===== config.mk =====
export PLATFORM = sky130hd
export DESIGN_NAME = clk_div_prog_flat
export DESIGN_NICKNAME = d
export VERILOG_FILES = /design/src/rtl/clk_div_prog_if.sv /design/src/rtl/clk_div_prog.sv /design/src/flat_wrapper.sv
export SDC_FILE = /design/constraint.sdc
export NUM_CORES = 1
export LEC_CHECK = 0
export BUFFER_PORTS_ARGS = -buffer_cell sky130_fd_sc_hd__buf_2
export CORE_MARGIN = 2
export CORE_UTILIZATION = 50
export CTS_CLUSTER_DIAMETER = 200
export DETAILED_ROUTE_END_ITERATION = 12
export PLACE_DENSITY = 0.68
export SKIP_LAST_GASP = 1
export SLEW_MARGIN = 20
export SYNTH_ARGS = -nofsm -noshare
export SYNTH_HDL_FRONTEND = slang
export SYNTH_SLANG_ARGS = --single-unit

===== constraint.sdc =====
create_clock -name clk -period 5.1 [get_ports clk]
set_clock_uncertainty 0.1 [all_clocks]
set_input_delay 1.02 -clock clk [delete_from_list [all_inputs] [get_ports clk]]
set_output_delay 1.02 -clock clk [all_outputs]
set_load 0.005 [all_outputs]

===== src/rtl/clk_div_prog_if.sv =====
// Control and output bundle of the programmable clock divider: global enable/sync,
// per-channel divisor load requests, and per-channel clk_out/tick/div_ack outputs.
interface clk_div_prog_if #(
    parameter int CHANNELS = 2,
    parameter int WIDTH    = 8
);
    logic                      en;
    logic                      sync;
    logic [CHANNELS*WIDTH-1:0] div_val;
    logic [CHANNELS-1:0]       div_load;
    logic [CHANNELS-1:0]       div_ack;
    logic [CHANNELS-1:0]       clk_out;
    logic [CHANNELS-1:0]       tick;

    modport master (
        output en, sync, div_val, div_load,
        input  div_ack, clk_out, tick
    );

    modport slave (
        input  en, sync, div_val, div_load,
        output div_ack, clk_out, tick
    );
endinterface


===== src/rtl/clk_div_prog.sv =====
// Multi-channel runtime-programmable clock divider with glitch-free divisor reload and sync.
// Optional CLK_DIV_ODD_DUTY50_EN: odd divisors >= 3 get exact 50% duty via a negedge stage.
module clk_div_prog #(
    parameter int CHANNELS    = 2,
    parameter int WIDTH       = 8,
    parameter int DEFAULT_DIV = 2
) (
    input logic           clk,
    input logic           reset,
    clk_div_prog_if.slave bus
);

    logic [CHANNELS-1:0] clk_out_w;
    logic [CHANNELS-1:0] tick_w;
    logic [CHANNELS-1:0] ack_w;

    // Number of high cycles of the posedge-registered term for divisor n.
    function automatic logic [WIDTH:0] high_len(input logic [WIDTH-1:0] n);
`ifdef CLK_DIV_ODD_DUTY50_EN
        if (n[0] && (n > WIDTH'(2)))
            return {1'b0, n} >> 1;
`endif
        return ({1'b0, n} + (WIDTH+1)'(1)) >> 1;
    endfunction

    genvar gi;
    generate
        for (gi = 0; gi < CHANNELS; gi++) begin : g_ch
            logic [WIDTH-1:0] n_reg, n_next;
            logic [WIDTH-1:0] k_reg, k_next;
            logic [WIDTH-1:0] pend_reg, pend_next;
            logic             pend_vld_reg, pend_vld_next;
            logic             run_reg, run_next;
            logic             tick_reg, tick_next;
            logic             ack_reg, ack_next;
            logic             a_reg, a_next;
            logic             boundary;

            always_comb begin
                n_next        = n_reg;
                k_next        = k_reg;
                pend_next     = pend_reg;
                pend_vld_next = pend_vld_reg;
                run_next      = run_reg;
                tick_next     = 1'b0;
                ack_next      = 1'b0;
                a_next        = a_reg;
                boundary      = 1'b0;

                if (bus.sync || bus.en) begin
                    // A new period starts on sync, on the first enabled edge, while idle
                    // (N=0), or when the last phase of the current period is left.
                    if (bus.sync || !run_reg || (n_reg == '0))
                        boundary = 1'b1;
                    else if (k_reg == (n_reg - WIDTH'(1)))
                        boundary = 1'b1;

                    if (boundary && pend_vld_reg) begin
                        n_next        = pend_reg;
                        pend_vld_next = 1'b0;
                        ack_next      = 1'b1;
                    end

                    if (boundary) begin
                        k_next    = '0;
                        tick_next = (n_next != '0);
                    end else begin
                        k_next = k_reg + WIDTH'(1);
                    end

                    run_next = 1'b1;
                    a_next   = ({1'b0, k_next} < high_len(n_next));
                end

                // Loads are captured even while disabled; the latest one wins.
                if (bus.div_load[gi]) begin
                    pend_next     = bus.div_val[gi*WIDTH +: WIDTH];
                    pend_vld_next = 1'b1;
                end
            end

            always_ff @(posedge clk or posedge reset) begin
                if (reset) begin
                    n_reg        <= WIDTH'(DEFAULT_DIV);
                    k_reg        <= '0;
                    pend_reg     <= '0;
                    pend_vld_reg <= 1'b0;
                    run_reg      <= 1'b0;
                    tick_reg     <= 1'b0;
                    ack_reg      <= 1'b0;
                    a_reg        <= 1'b0;
                end else begin
                    n_reg        <= n_next;
                    k_reg        <= k_next;
                    pend_reg     <= pend_next;
                    pend_vld_reg <= pend_vld_next;
                    run_reg      <= run_next;
                    tick_reg     <= tick_next;
                    ack_reg      <= ack_next;
                    a_reg        <= a_next;
                end
            end

`ifdef CLK_DIV_ODD_DUTY50_EN
            // Half-cycle extension of the high phase, only for odd divisors >= 3.
            logic b_reg;
            always_ff @(negedge clk or posedge reset) begin
                if (reset)
                    b_reg <= 1'b0;
                else
                    b_reg <= a_reg & n_reg[0] & (n_reg > WIDTH'(2));
            end
            assign clk_out_w[gi] = a_reg | b_reg;
`else
            assign clk_out_w[gi] = a_reg;
`endif
            assign tick_w[gi] = tick_reg;
            assign ack_w[gi]  = ack_reg;
        end
    endgenerate

    assign bus.clk_out = clk_out_w;
    assign bus.tick    = tick_w;
    assign bus.div_ack = ack_w;

endmodule

===== src/flat_wrapper.sv =====
// flat-port wrapper written by rule: the top's interface ports become plain ports
module clk_div_prog_flat 
#(
    parameter int CHANNELS    = 2,
    parameter int WIDTH       = 8,
    parameter int DEFAULT_DIV = 2
)
  (clk, reset, bus_en, bus_sync, bus_div_val, bus_div_load, bus_div_ack, bus_clk_out, bus_tick);
  clk_div_prog_if #(.CHANNELS(CHANNELS), .WIDTH(WIDTH)) bus_i ();
  input logic clk;
  input logic reset;
  input wire logic [$bits(bus_i.en)-1:0] bus_en;
  input wire logic [$bits(bus_i.sync)-1:0] bus_sync;
  input wire logic [$bits(bus_i.div_val)-1:0] bus_div_val;
  input wire logic [$bits(bus_i.div_load)-1:0] bus_div_load;
  output wire logic [$bits(bus_i.div_ack)-1:0] bus_div_ack;
  output wire logic [$bits(bus_i.clk_out)-1:0] bus_clk_out;
  output wire logic [$bits(bus_i.tick)-1:0] bus_tick;
  assign bus_i.en = bus_en;
  assign bus_i.sync = bus_sync;
  assign bus_i.div_val = bus_div_val;
  assign bus_i.div_load = bus_div_load;
  assign bus_div_ack = bus_i.div_ack;
  assign bus_clk_out = bus_i.clk_out;
  assign bus_tick = bus_i.tick;
  clk_div_prog #(.CHANNELS(CHANNELS), .WIDTH(WIDTH), .DEFAULT_DIV(DEFAULT_DIV)) u_core (.clk(clk), .reset(reset), .bus(bus_i));
endmodule

==> results of run 1 <==
stage by stage:
stage,setup slack [ns],cell area (um^2),std cells
2_1_floorplan,0.803,4210,456
3_3_place_gp,0.605,4370,561
3_5_place_dp,0.496,4370,561
4_1_cts,0.480,4580,575
5_1_grt,0.00726,4580,575
6_report,0.451,4580,575
report_power, final:
group	switching [mW]	internal (mW)	total (mW)
registers	0.184	0.550	0.734
logic	0.430	0.411	0.840
clock network	0.181	0.295	0.476
total	0.795	1.26	2.05
how the worst max path moves through the flow:
stage / from / end / cells after the start
after global placement: u_core.g_ch[0].n_reg[1]$_DFFE_PP1P_ / u_core.g_ch[0].a_reg$_DFFE_PP0P_ / 20
after detailed placement: u_core.g_ch[0].n_reg[1]$_DFFE_PP1P_ / u_core.g_ch[0].a_reg$_DFFE_PP0P_ / 20
after CTS: u_core.g_ch[0].n_reg[1]$_DFFE_PP1P_ / u_core.g_ch[0].a_reg$_DFFE_PP0P_ / 20
after floorplan: u_core.g_ch[0].n_reg[1]$_DFFE_PP1P_ / u_core.g_ch[0].a_reg$_DFFE_PP0P_ / 20
after global routing: u_core.g_ch[1].n_reg[1]$_DFFE_PP1P_ / u_core.g_ch[1].a_reg$_DFFE_PP0P_ / 19
final: u_core.g_ch[0].n_reg[1]$_DFFE_PP1P_ / u_core.g_ch[0].a_reg$_DFFE_PP0P_ / 20
layer usage:
| metal | wire (um) | vias to the layer above | global-route usage (%) |
|---|---|---|---|
| li1 | - | 1624 | - |
| met1 | 4480 | 1645 | 31.7 |
| met2 | 4030 | 79 | 31.6 |
| met3 | 346 | 16 | 3.99 |
| met4 | 180 | 0 | 8.45 |
| met5 | 0 | - | 0 |
cell usage in the layout (no fill, tap or decap), types with 4 or more instances in the layout:
cell / instances
ha_1: 24
a21oi_1: 23
inv_1: 17
nand2b_1: 4
a21o_1: 8
a22o_1: 9
nor2_1: 28
nor4_1: 6
nor2b_1: 7
mux2_4: 8
nand2_1: 20
clkbuf_8: 11
xor2_1: 20
nor3_1: 12
buf_4: 5
mux2_2: 28
dfrtp_1: 55
nand3_1: 32
a211oi_1: 4
or3_1: 6
mux2i_1: 6
and3_1: 14
xnor2_1: 30
o21ai_0: 29
buf_2: 27
critical path: cells and delay by family (launching register included):
family,cells,cell delay (ns)
muxes,1,0.36
buffers and inverters,2,0.32
DFF,1,0.66
xor gates and xnor gates,2,0.31
and+or+nand+nor,4,0.45
adders and majority gates,3,0.82
AOI/OAI and AO/OA,8,1.55
kinds of logic after synthesis:
kind of cell	share of synthesized area (%)
mux	11.8
flops	33.9
buf+inv	5.23
fa+ha+maj	7.13
xor+xnor	10.4
simple gates	18.3
compound gates	13.3
area by class of cell:
cell class / instances / area (um^2)
fill: 730 / 3590
multi-input combinational: 349 / 2560
sequential: 57 / 1430
timing repair buffer: 32 / 173
clock buffer: 11 / 151
tap: 105 / 131
inverter: 18 / 67.6
clock inverter: 3 / 65.1
==> flow_summary.yaml, run 1 <==
run_status:
  outcome: "completed"
die:
  initial_core_util_pct: 51.5
  fp-row-count: 33
  die_w_um: 95.8
  core-area_um2: 8180
  die-area_um2: 9180
  ios: 28
  die_h_um: 95.8
setup_path:
  r2r_start: "u_core.g_ch[0].n_reg[1]$_DFFE_PP1P_"
  cp_slowest_cell: "dfstp_2"
  cp.arrival_ns: 4.81
  worst-r2r-setup-slack_ns: 0.45
  ff2ff_path_depth: 20
  crit_required_ns: 5.26
  critPathLaunchType: "register"
  critPathCaptureType: "register"
  cp_common_cell: "ha_1"
  cp_max_fo: 13
  criticalPathCategory: "register to register"
  worstReg2RegEnd: "u_core.g_ch[0].a_reg$_DFFE_PP0P_"
  max_stage_delay_ns: 0.66
  path_cells: "inv_1, ha_1, xnor2_1, o211ai_1, nor3_1, and4_1, a21oi_1, buf_4, mux2_2, ha_1, nand3_1, xor2_1, nor2_1, a21oi_1, ha_1, a21o_1, a21o_1, a211oi_1, o21ai_0, a22oi_1"
global_route:
  overflow: 0
  antenna_found_initial: 0
  grt_pass1_wl_um: 15400
  first_global_vias: 3096
  grt_max_degree: 58
  grt_usage_pct: 21.6
yosys:
  synth-main-ff-cell: "dfrtp_1"
  ys_types: 52
  async_flop_share_pct: 100
  yosys-top-cells-count: "dfrtp_1 (55), nand3_1 (32), xnor2_1 (30)"
  yosys.area.top_type: "dfrtp_1"
  yosys-top-cells-area: "dfrtp_1 (33%), mux2_2 (7.5%), ha_1 (7.1%)"
  synth_area_um2: 4210
  synth-edff-count: 0
  avgSynthCellArea_um2: 9.24
  yosysMostFrequentCell: "dfrtp_1"
  yosys_warnings: 0
  synth_cells: 456
  synth-seq-area-share_pct: 33.9
  ys_ff_latch: 57
  netlist.area_leader.share_pct: 32.7
  synth.net_count: 502
pwr:
  power.density_nw_per_um2: 448
  power_mw: 2.05
  vdd_ir_drop_max_mv: 0.247
  p_leak_nw: 2.07
placement:
  routabilityCongestion: 0.850
  port-buffer-count: 27
  dp_hpwl_um: 6560
timing:
  rsz0062_at_grt: "false"
  hold_slack_ns: 0.380
  finalCritPeriodShare_pct: 91.1
  setup_viol: 0
  period_minus_slack_ns: 4.65
  max_slew.worst_pin.slew_ns: 0.717
  relSlewSlack_pct: 52.2
  slew_viol_final: 0
  fin_setup_tns_ns: 0
  final_hold_viol_count: 0
  fmax_mhz: 215
route:
  drc_errors: 0
  routed_via_density: 5.85
  ant_nets: 0
  drt_pass1_iterations: 5
  wirelength_um: 9040
  via_count: 3364
  drt_iter0_markers: 210
  wire_per_inst_um: 15.7
clocking:
  cts_tree: "built"
  post_cts_resized: 0
  cts_sinks: 57
  clk_pin_slew_ns: 0.07
  cts_buffers: 9
  cts_root_buf: "clkbuf_8"
  ctsHtreeMaxLevel: 3
  cts_hold_buf: 0
  cts_setup_buffers: 0
  clock_latency_ns: 0.34
  clockBufferDepth: 2
hold_path:
  min_from: "u_core.g_ch[0].run_reg$_DFFE_PP0P_"
  whs_path_depth: 1
  whs_endpoint: "u_core.g_ch[0].run_reg$_DFFE_PP0P_"
  hold_class: "register to register"
final_layout:
  area_delta_synth_final_pct: 8.73
  fin_util_pct: 56.0
  drive_gt1_share_pct: 20.2
  final_nets: 513
  antenna_cells: 0
flow_run:
  maxCapViolCount: 0
Power figures use the tool's default switching activity.
==> run 2: changes to the inputs <==
--- a/config.mk
+++ b/config.mk
@@ -7,10 +7,10 @@
 export LEC_CHECK = 0
 export BUFFER_PORTS_ARGS = -buffer_cell sky130_fd_sc_hd__buf_2
 export CORE_MARGIN = 2
-export CORE_UTILIZATION = 50
+export CORE_UTILIZATION = 62
 export CTS_CLUSTER_DIAMETER = 200
 export DETAILED_ROUTE_END_ITERATION = 12
-export PLACE_DENSITY = 0.68
+export PLACE_DENSITY = 0.81
 export SKIP_LAST_GASP = 1
 export SLEW_MARGIN = 20
 export SYNTH_ARGS = -nofsm -noshare
==> run 2 against run 1 <==
  * Flip-flop and latch count unchanged
  * Hold slack better by 0.0031 ns
  * Die area down 19%
  * Wire length up 1.5%
  * Clock power down 20%
==> flow_summary.yaml, run 2 (same netlist as run 1, synthesis figures left out) <==
die:
  core-area_um2: 6680
  die-area_um2: 7470
  initial_core_util_pct: 63.1
  ios: 28
  die_w_um: 86.4
  fp-row-count: 30
  die_h_um: 86.4
global_route:
  grt_max_degree: 58
  antenna_found_initial: 0
  overflow: 0
  grt_pass1_wl_um: 15600
  first_global_vias: 3194
  grt_usage_pct: 26.5
pwr:
  seqPwrFrac_pct: 38.0
  vdd_ir_drop_max_mv: 0.297
  power.density_nw_per_um2: 434
  combPwrFrac_pct: 42.5
  p_sw_share_pct: 41.3
  clock_power_share_pct: 19.5
  switchingPower_mw: 0.809
  p_leak_nw: 2.04
  p_int_mw: 1.15
timing:
  finalCritPeriodShare_pct: 91.5
  rsz0062_at_grt: "false"
  max_slew.worst_pin.slew_ns: 0.729
  setup_viol: 0
  fin_ws_ns: 0.435
  relSlewSlack_pct: 51.4
  period_minus_slack_ns: 4.66
  fin_setup_tns_ns: 0
  slew_viol_final: 0
  final_hold_viol_count: 0
  fmax_mhz: 214
placement:
  routabilityCongestion: 0.889
  place_worst_setup_slack_ns: 0.545
  port-buffer-count: 27
  dp_hpwl_um: 6600
setup_path:
  critPathCaptureType: "register"
  criticalPathCategory: "register to register"
  cp.arrival_ns: 4.82
  cp_max_fo: 13
  crit_required_ns: 5.26
  critPathLaunchType: "register"
clocking:
  post_cts_resized: 0
  cts_root_buf: "clkbuf_8"
  clock_latency_ns: 0.35
  cts_sinks: 57
  cts_tree: "built"
  cts_setup_buffers: 0
  cts_hold_buf: 0
  clk_pin_slew_ns: 0.07
  ctsHtreeMaxLevel: 3
  cts_buffers: 9
  clockBufferDepth: 2
route:
  wire_per_inst_um: 16.6
  routed_via_density: 6.15
  via_count: 3394
  ant_nets: 0
  wirelength_um: 9170
  drt_pass1_iterations: 5
  drt_iter0_markers: 309
  drc_errors: 0
final_layout:
  antenna_cells: 0
  multi_input_area_um2: 2560
  nFillCells: 550
  layout_commonest_cell: "dfrtp_1"
  final_nets: 513
  final_cell_mix: "dfrtp_1 (55), nand3_1 (32), xnor2_1 (30)"
  drive_gt1_share_pct: 20.3
  regArea_um2: 1430
  area_delta_synth_final_pct: 6.95
flow_run:
  maxCapViolCount: 0
hold_path:
  hold_class: "register to register"
run_status:
  outcome: "completed"
-- run 2: cell types whose count changed in the layout (fill, tap and decap cells not counted) --
cell	change
clkbuf_8	-1
clkinv_4	+1
bufinv_16	-2
clkbuf_1	+1
clkinvlp_4	+1
clkinv_2	+2
-- run 2: metal layers --
metal	GRT usage (%)	part of all wire (%)	vias to the layer above
li1	-	-	1640
met1	37.7	47	1643
met2	41.2	47	99
met3	5.33	5.6	12
met4	7.53	1.0	0
met5	0	0	-
-- run 2: per-stage QoR --
step | power [mW] | std cells | util (%) | hold WS [ns] | cell area (um^2)
2_1_floorplan | 1.38 | 456 | - | 0.340 | 4210
3_3_place_gp | 1.53 | 536 | 64.9 | 0.357 | 4330
3_5_place_dp | 1.57 | 536 | 64.9 | 0.366 | 4330
4_1_cts | 1.96 | 552 | 67.5 | 0.385 | 4510
5_1_grt | 2.10 | 552 | 67.5 | 0.426 | 4510
6_report | 1.96 | 552 | 67.5 | 0.383 | 4510
-- run 2: power groups by stage --
| stage | Combinational, mW | Sequential, mW | Clock, mW |
|---|---|---|---|
| CTS | 0.832 | 0.737 | 0.387 |
| finish | 0.832 | 0.743 | 0.382 |
| floorplan | 0.751 | 0.632 | 0 |
| detailed placement | 0.822 | 0.743 | 0 |
| global route | 0.928 | 0.764 | 0.404 |
| global placement | 0.791 | 0.736 | 0 |
-- run 2: area by class of cell --
class,count,area share (%)
clock buffer,11,3.14
clock inverter,5,0.694
sequential,57,31.7
multi-input combinational,349,56.9
timing repair buffer,32,3.83
inverter,18,1.50
tap,80,2.22
-- run 2: critical path, cell delays in order, from the launching register on --
cell and delay [ns]:
dfstp_2 0.65, inv_1 0.10, ha_1 0.28, xnor2_1 0.15, o211ai_1 0.18, nor3_1 0.08, and4_1 0.19, a21oi_1 0.27
buf_4 0.24, mux2_2 0.36, ha_1 0.26, nand3_1 0.13, xor2_1 0.15, nor2_1 0.05, a21oi_1 0.15, ha_1 0.28
a21o_1 0.19, a21o_1 0.17, a211oi_1 0.29, o21ai_0 0.14, a22oi_1 0.19
-- run 2: worst paths after layout --
check / startpoint / end / slack [ns] / depth (start not counted)
max: u_core.g_ch[0].n_reg[1]$_DFFE_PP1P_ / u_core.g_ch[0].a_reg$_DFFE_PP0P_ / 0.44 / 20
max in group asynchronous: reset / u_core.g_ch[1].n_reg[6]$_DFFE_PP0P_ / 3.64 / 3
min in group asynchronous: reset / u_core.g_ch[0].n_reg[7]$_DFFE_PP0P_ / 0.76 / 3
max reg2reg: u_core.g_ch[0].n_reg[1]$_DFFE_PP1P_ / u_core.g_ch[0].a_reg$_DFFE_PP0P_ / 0.44 / 20
min: u_core.g_ch[0].run_reg$_DFFE_PP0P_ / u_core.g_ch[0].run_reg$_DFFE_PP0P_ / 0.38 / 1
min reg2reg: u_core.g_ch[0].run_reg$_DFFE_PP0P_ / u_core.g_ch[0].run_reg$_DFFE_PP0P_ / 0.38 / 1
==> run 3: changes to the inputs <==
--- a/config.mk
+++ b/config.mk
@@ -10,7 +10,7 @@
 export CORE_UTILIZATION = 62
 export CTS_CLUSTER_DIAMETER = 200
 export DETAILED_ROUTE_END_ITERATION = 12
-export PLACE_DENSITY = 0.81
+export PLACE_DENSITY = 0.85
 export SKIP_LAST_GASP = 1
 export SLEW_MARGIN = 20
 export SYNTH_ARGS = -nofsm -noshare
==> run 3 against run 2 <==
  * Worst setup slack got worse by 0.066 ns
  * Critical path type unchanged
  * Clock power rose by 9.9%
  * Combinational power grew 1%
  * Fmax decreased by 1.4%
  * First-iteration DRC count is 37% lower
  * Flip-flop and latch count did not move
  * Sequential power is essentially flat
  * Global-route usage rose by 0.30 points
  * Sequential share of layout area down 0.11 points
  * Via count is 0.29% higher
  * Largest cell class unchanged
  * Cell area rose by 0.36%
  * Core utilization grew 0.24 points
==> flow_summary.yaml, run 3 (same netlist as run 1, synthesis figures left out) <==
run_status:
  outcome: "completed"
hold_path:
  min_from: "u_core.g_ch[0].run_reg$_DFFE_PP0P_"
  whs_endpoint: "u_core.g_ch[0].run_reg$_DFFE_PP0P_"
  whs_path_depth: 1
  hold_class: "register to register"
timing:
  relSlewSlack_pct: 52.0
  fmax_mhz: 211
  period_minus_slack_ns: 4.73
  fin_setup_tns_ns: 0
  finalCritPeriodShare_pct: 92.8
  setup_viol: 0
  max_slew.worst_pin.slew_ns: 0.720
  rsz0062_at_grt: "false"
  final_hold_viol_count: 0
  slew_viol_final: 0
setup_path:
  crit_required_ns: 5.25
  ff2ff_path_depth: 20
  cp_max_fo: 13
  r2r_start: "u_core.g_ch[0].n_reg[1]$_DFFE_PP1P_"
  critPathLaunchType: "register"
  critPathCaptureType: "register"
  cp.arrival_ns: 4.88
  cp_common_cell: "ha_1"
  path_cells: "inv_1, ha_1, xnor2_1, o211ai_1, nor3_1, and4_1, a21oi_1, buf_4, mux2_2, ha_1, nand3_1, xor2_1, nor2_1, a21oi_1, ha_1, a21o_1, a21o_1, a211oi_1, o21ai_0, a22oi_1"
  cp_num_buf_inv: 2
  criticalPathCategory: "register to register"
  max_stage_delay_ns: 0.67
  cp_slowest_cell: "dfstp_2"
  worstReg2RegEnd: "u_core.g_ch[0].a_reg$_DFFE_PP0P_"
  critPathTopFamily: "compound AO/OA/AOI/OAI gates"
  worst-r2r-setup-slack_ns: 0.37
placement:
  routabilityCongestion: 0.876
  place_area_um2: 4330
  dp.cells: 535
  dp_hpwl_um: 6830
  port-buffer-count: 27
pwr:
  combPwrFrac_pct: 42.0
  switchingPower_mw: 0.817
  seqPwrFrac_pct: 37.1
  vdd_ir_drop_max_mv: 0.271
  p_leak_nw: 2.05
  p_sw_share_pct: 40.8
  power.density_nw_per_um2: 443
  power_mw: 2.00
  clock_power_share_pct: 21.0
  p_int_mw: 1.19
global_route:
  grt_usage_pct: 26.8
  grt_pass1_wl_um: 15600
  overflow: 0
  grt_max_degree: 58
  first_global_vias: 3229
  antenna_found_initial: 0
route:
  drt_pass1_iterations: 5
  drc_errors: 0
  drt_iter0_markers: 195
  wire_per_inst_um: 17.0
  ant_nets: 0
  via_count: 3404
  wirelength_um: 9380
  routed_via_density: 6.18
final_layout:
  fin_util_pct: 67.7
  layout_commonest_cell: "dfrtp_1"
  final_nets: 512
  area_delta_synth_final_pct: 7.33
  final-instance-count-excl-fill: 551
  drive_gt1_share_pct: 20.2
  finalInstanceArea_um2: 4520
  final_cell_mix: "dfrtp_1 (55), nand3_1 (32), xnor2_1 (30)"
  antenna_cells: 0
clocking:
  clock_latency_ns: 0.34
  clockBufferDepth: 2
  ctsHtreeMaxLevel: 3
  post_cts_resized: 0
  cts_root_buf: "clkbuf_8"
  cts_tree: "built"
  cts_hold_buf: 0
  cts_buffers: 9
  cts_setup_buffers: 0
  clk_pin_slew_ns: 0.07
  cts_sinks: 57
die:
  fp-row-count: 30
  die_h_um: 86.4
  initial_core_util_pct: 63.1
  core-area_um2: 6680
  ios: 28
  die-area_um2: 7470
  die_w_um: 86.4
flow_run:
  maxCapViolCount: 0
==> run 3: cell count changes in the layout (fill, tap and decap cells not counted) <==
cell,delta
clkinv_2,-2
clkinv_4,+2
buf_4,-1
bufinv_16,+1
clkbuf_8,-1
==> run 3: worst register-to-register path: cells and delay by family, from the launching register on <==
family	cells	cell delay, ns
AOI/OAI and AO/OA	8	1.60
xor gates and xnor gates	2	0.32
adders and majority gates	3	0.79
buffers and inverters	2	0.33
DFF	1	0.67
muxes	1	0.36
and+or+nand+nor	4	0.48
==> run 3: per-stage QoR <==
| stage | setup WS [ns] | hold slack (ns) |
|---|---|---|
| 6_report | 0.370 | 0.407 |
| 5_1_grt | 0.0658 | 0.434 |
| 4_1_cts | 0.405 | 0.397 |
| 3_5_place_dp | 0.423 | 0.378 |
| 3_3_place_gp | 0.606 | 0.357 |
| 2_1_floorplan | 0.803 | 0.340 |
==> run 3: power groups by stage <==
stage | Combinational (mW) | Sequential, mW | Clock (mW)
5_1_grt | 0.932 | 0.757 | 0.447
6_report | 0.841 | 0.743 | 0.420
4_1_cts | 0.835 | 0.733 | 0.429
2_1_floorplan | 0.751 | 0.632 | 0
3_5_place_dp | 0.825 | 0.741 | 0
3_3_place_gp | 0.788 | 0.733 | 0
==> run 3: how the worst max path moves through the flow <==
stage	startpoint	to	depth (start not counted)
6_report	u_core.g_ch[0].n_reg[1]$_DFFE_PP1P_	u_core.g_ch[0].a_reg$_DFFE_PP0P_	20
5_1_grt	u_core.g_ch[1].n_reg[1]$_DFFE_PP1P_	u_core.g_ch[1].a_reg$_DFFE_PP0P_	20
4_1_cts	u_core.g_ch[0].n_reg[1]$_DFFE_PP1P_	u_core.g_ch[0].a_reg$_DFFE_PP0P_	20
3_5_place_dp	u_core.g_ch[0].n_reg[1]$_DFFE_PP1P_	u_core.g_ch[0].a_reg$_DFFE_PP0P_	20
3_3_place_gp	u_core.g_ch[0].n_reg[0]$_DFFE_PP0P_	u_core.g_ch[0].a_reg$_DFFE_PP0P_	20
2_1_floorplan	u_core.g_ch[0].n_reg[1]$_DFFE_PP1P_	u_core.g_ch[0].a_reg$_DFFE_PP0P_	20
==> run 3: final cells by class <==
| cell class | instances | area [um^2] |
|---|---|---|
| multi-input cells | 349 | 2560 |
| fillers | 516 | 2160 |
| flip-flops and latches | 57 | 1430 |
| repair buffers | 31 | 165 |
| clock buffers | 10 | 128 |
| well taps | 80 | 100 |
| clock inverters | 6 | 68.8 |
| inverters | 18 | 67.6 |
==> run 3: layer usage <==
| metal | vias to the layer above | wire [um] | global-route usage [%] |
|---|---|---|---|
| li1 | 1638 | - | - |
| met1 | 1629 | 4310 | 36.7 |
| met2 | 123 | 4450 | 42.6 |
| met3 | 14 | 470 | 4.67 |
| met4 | 0 | 153 | 10.2 |
| met5 | - | 0 | 0 |
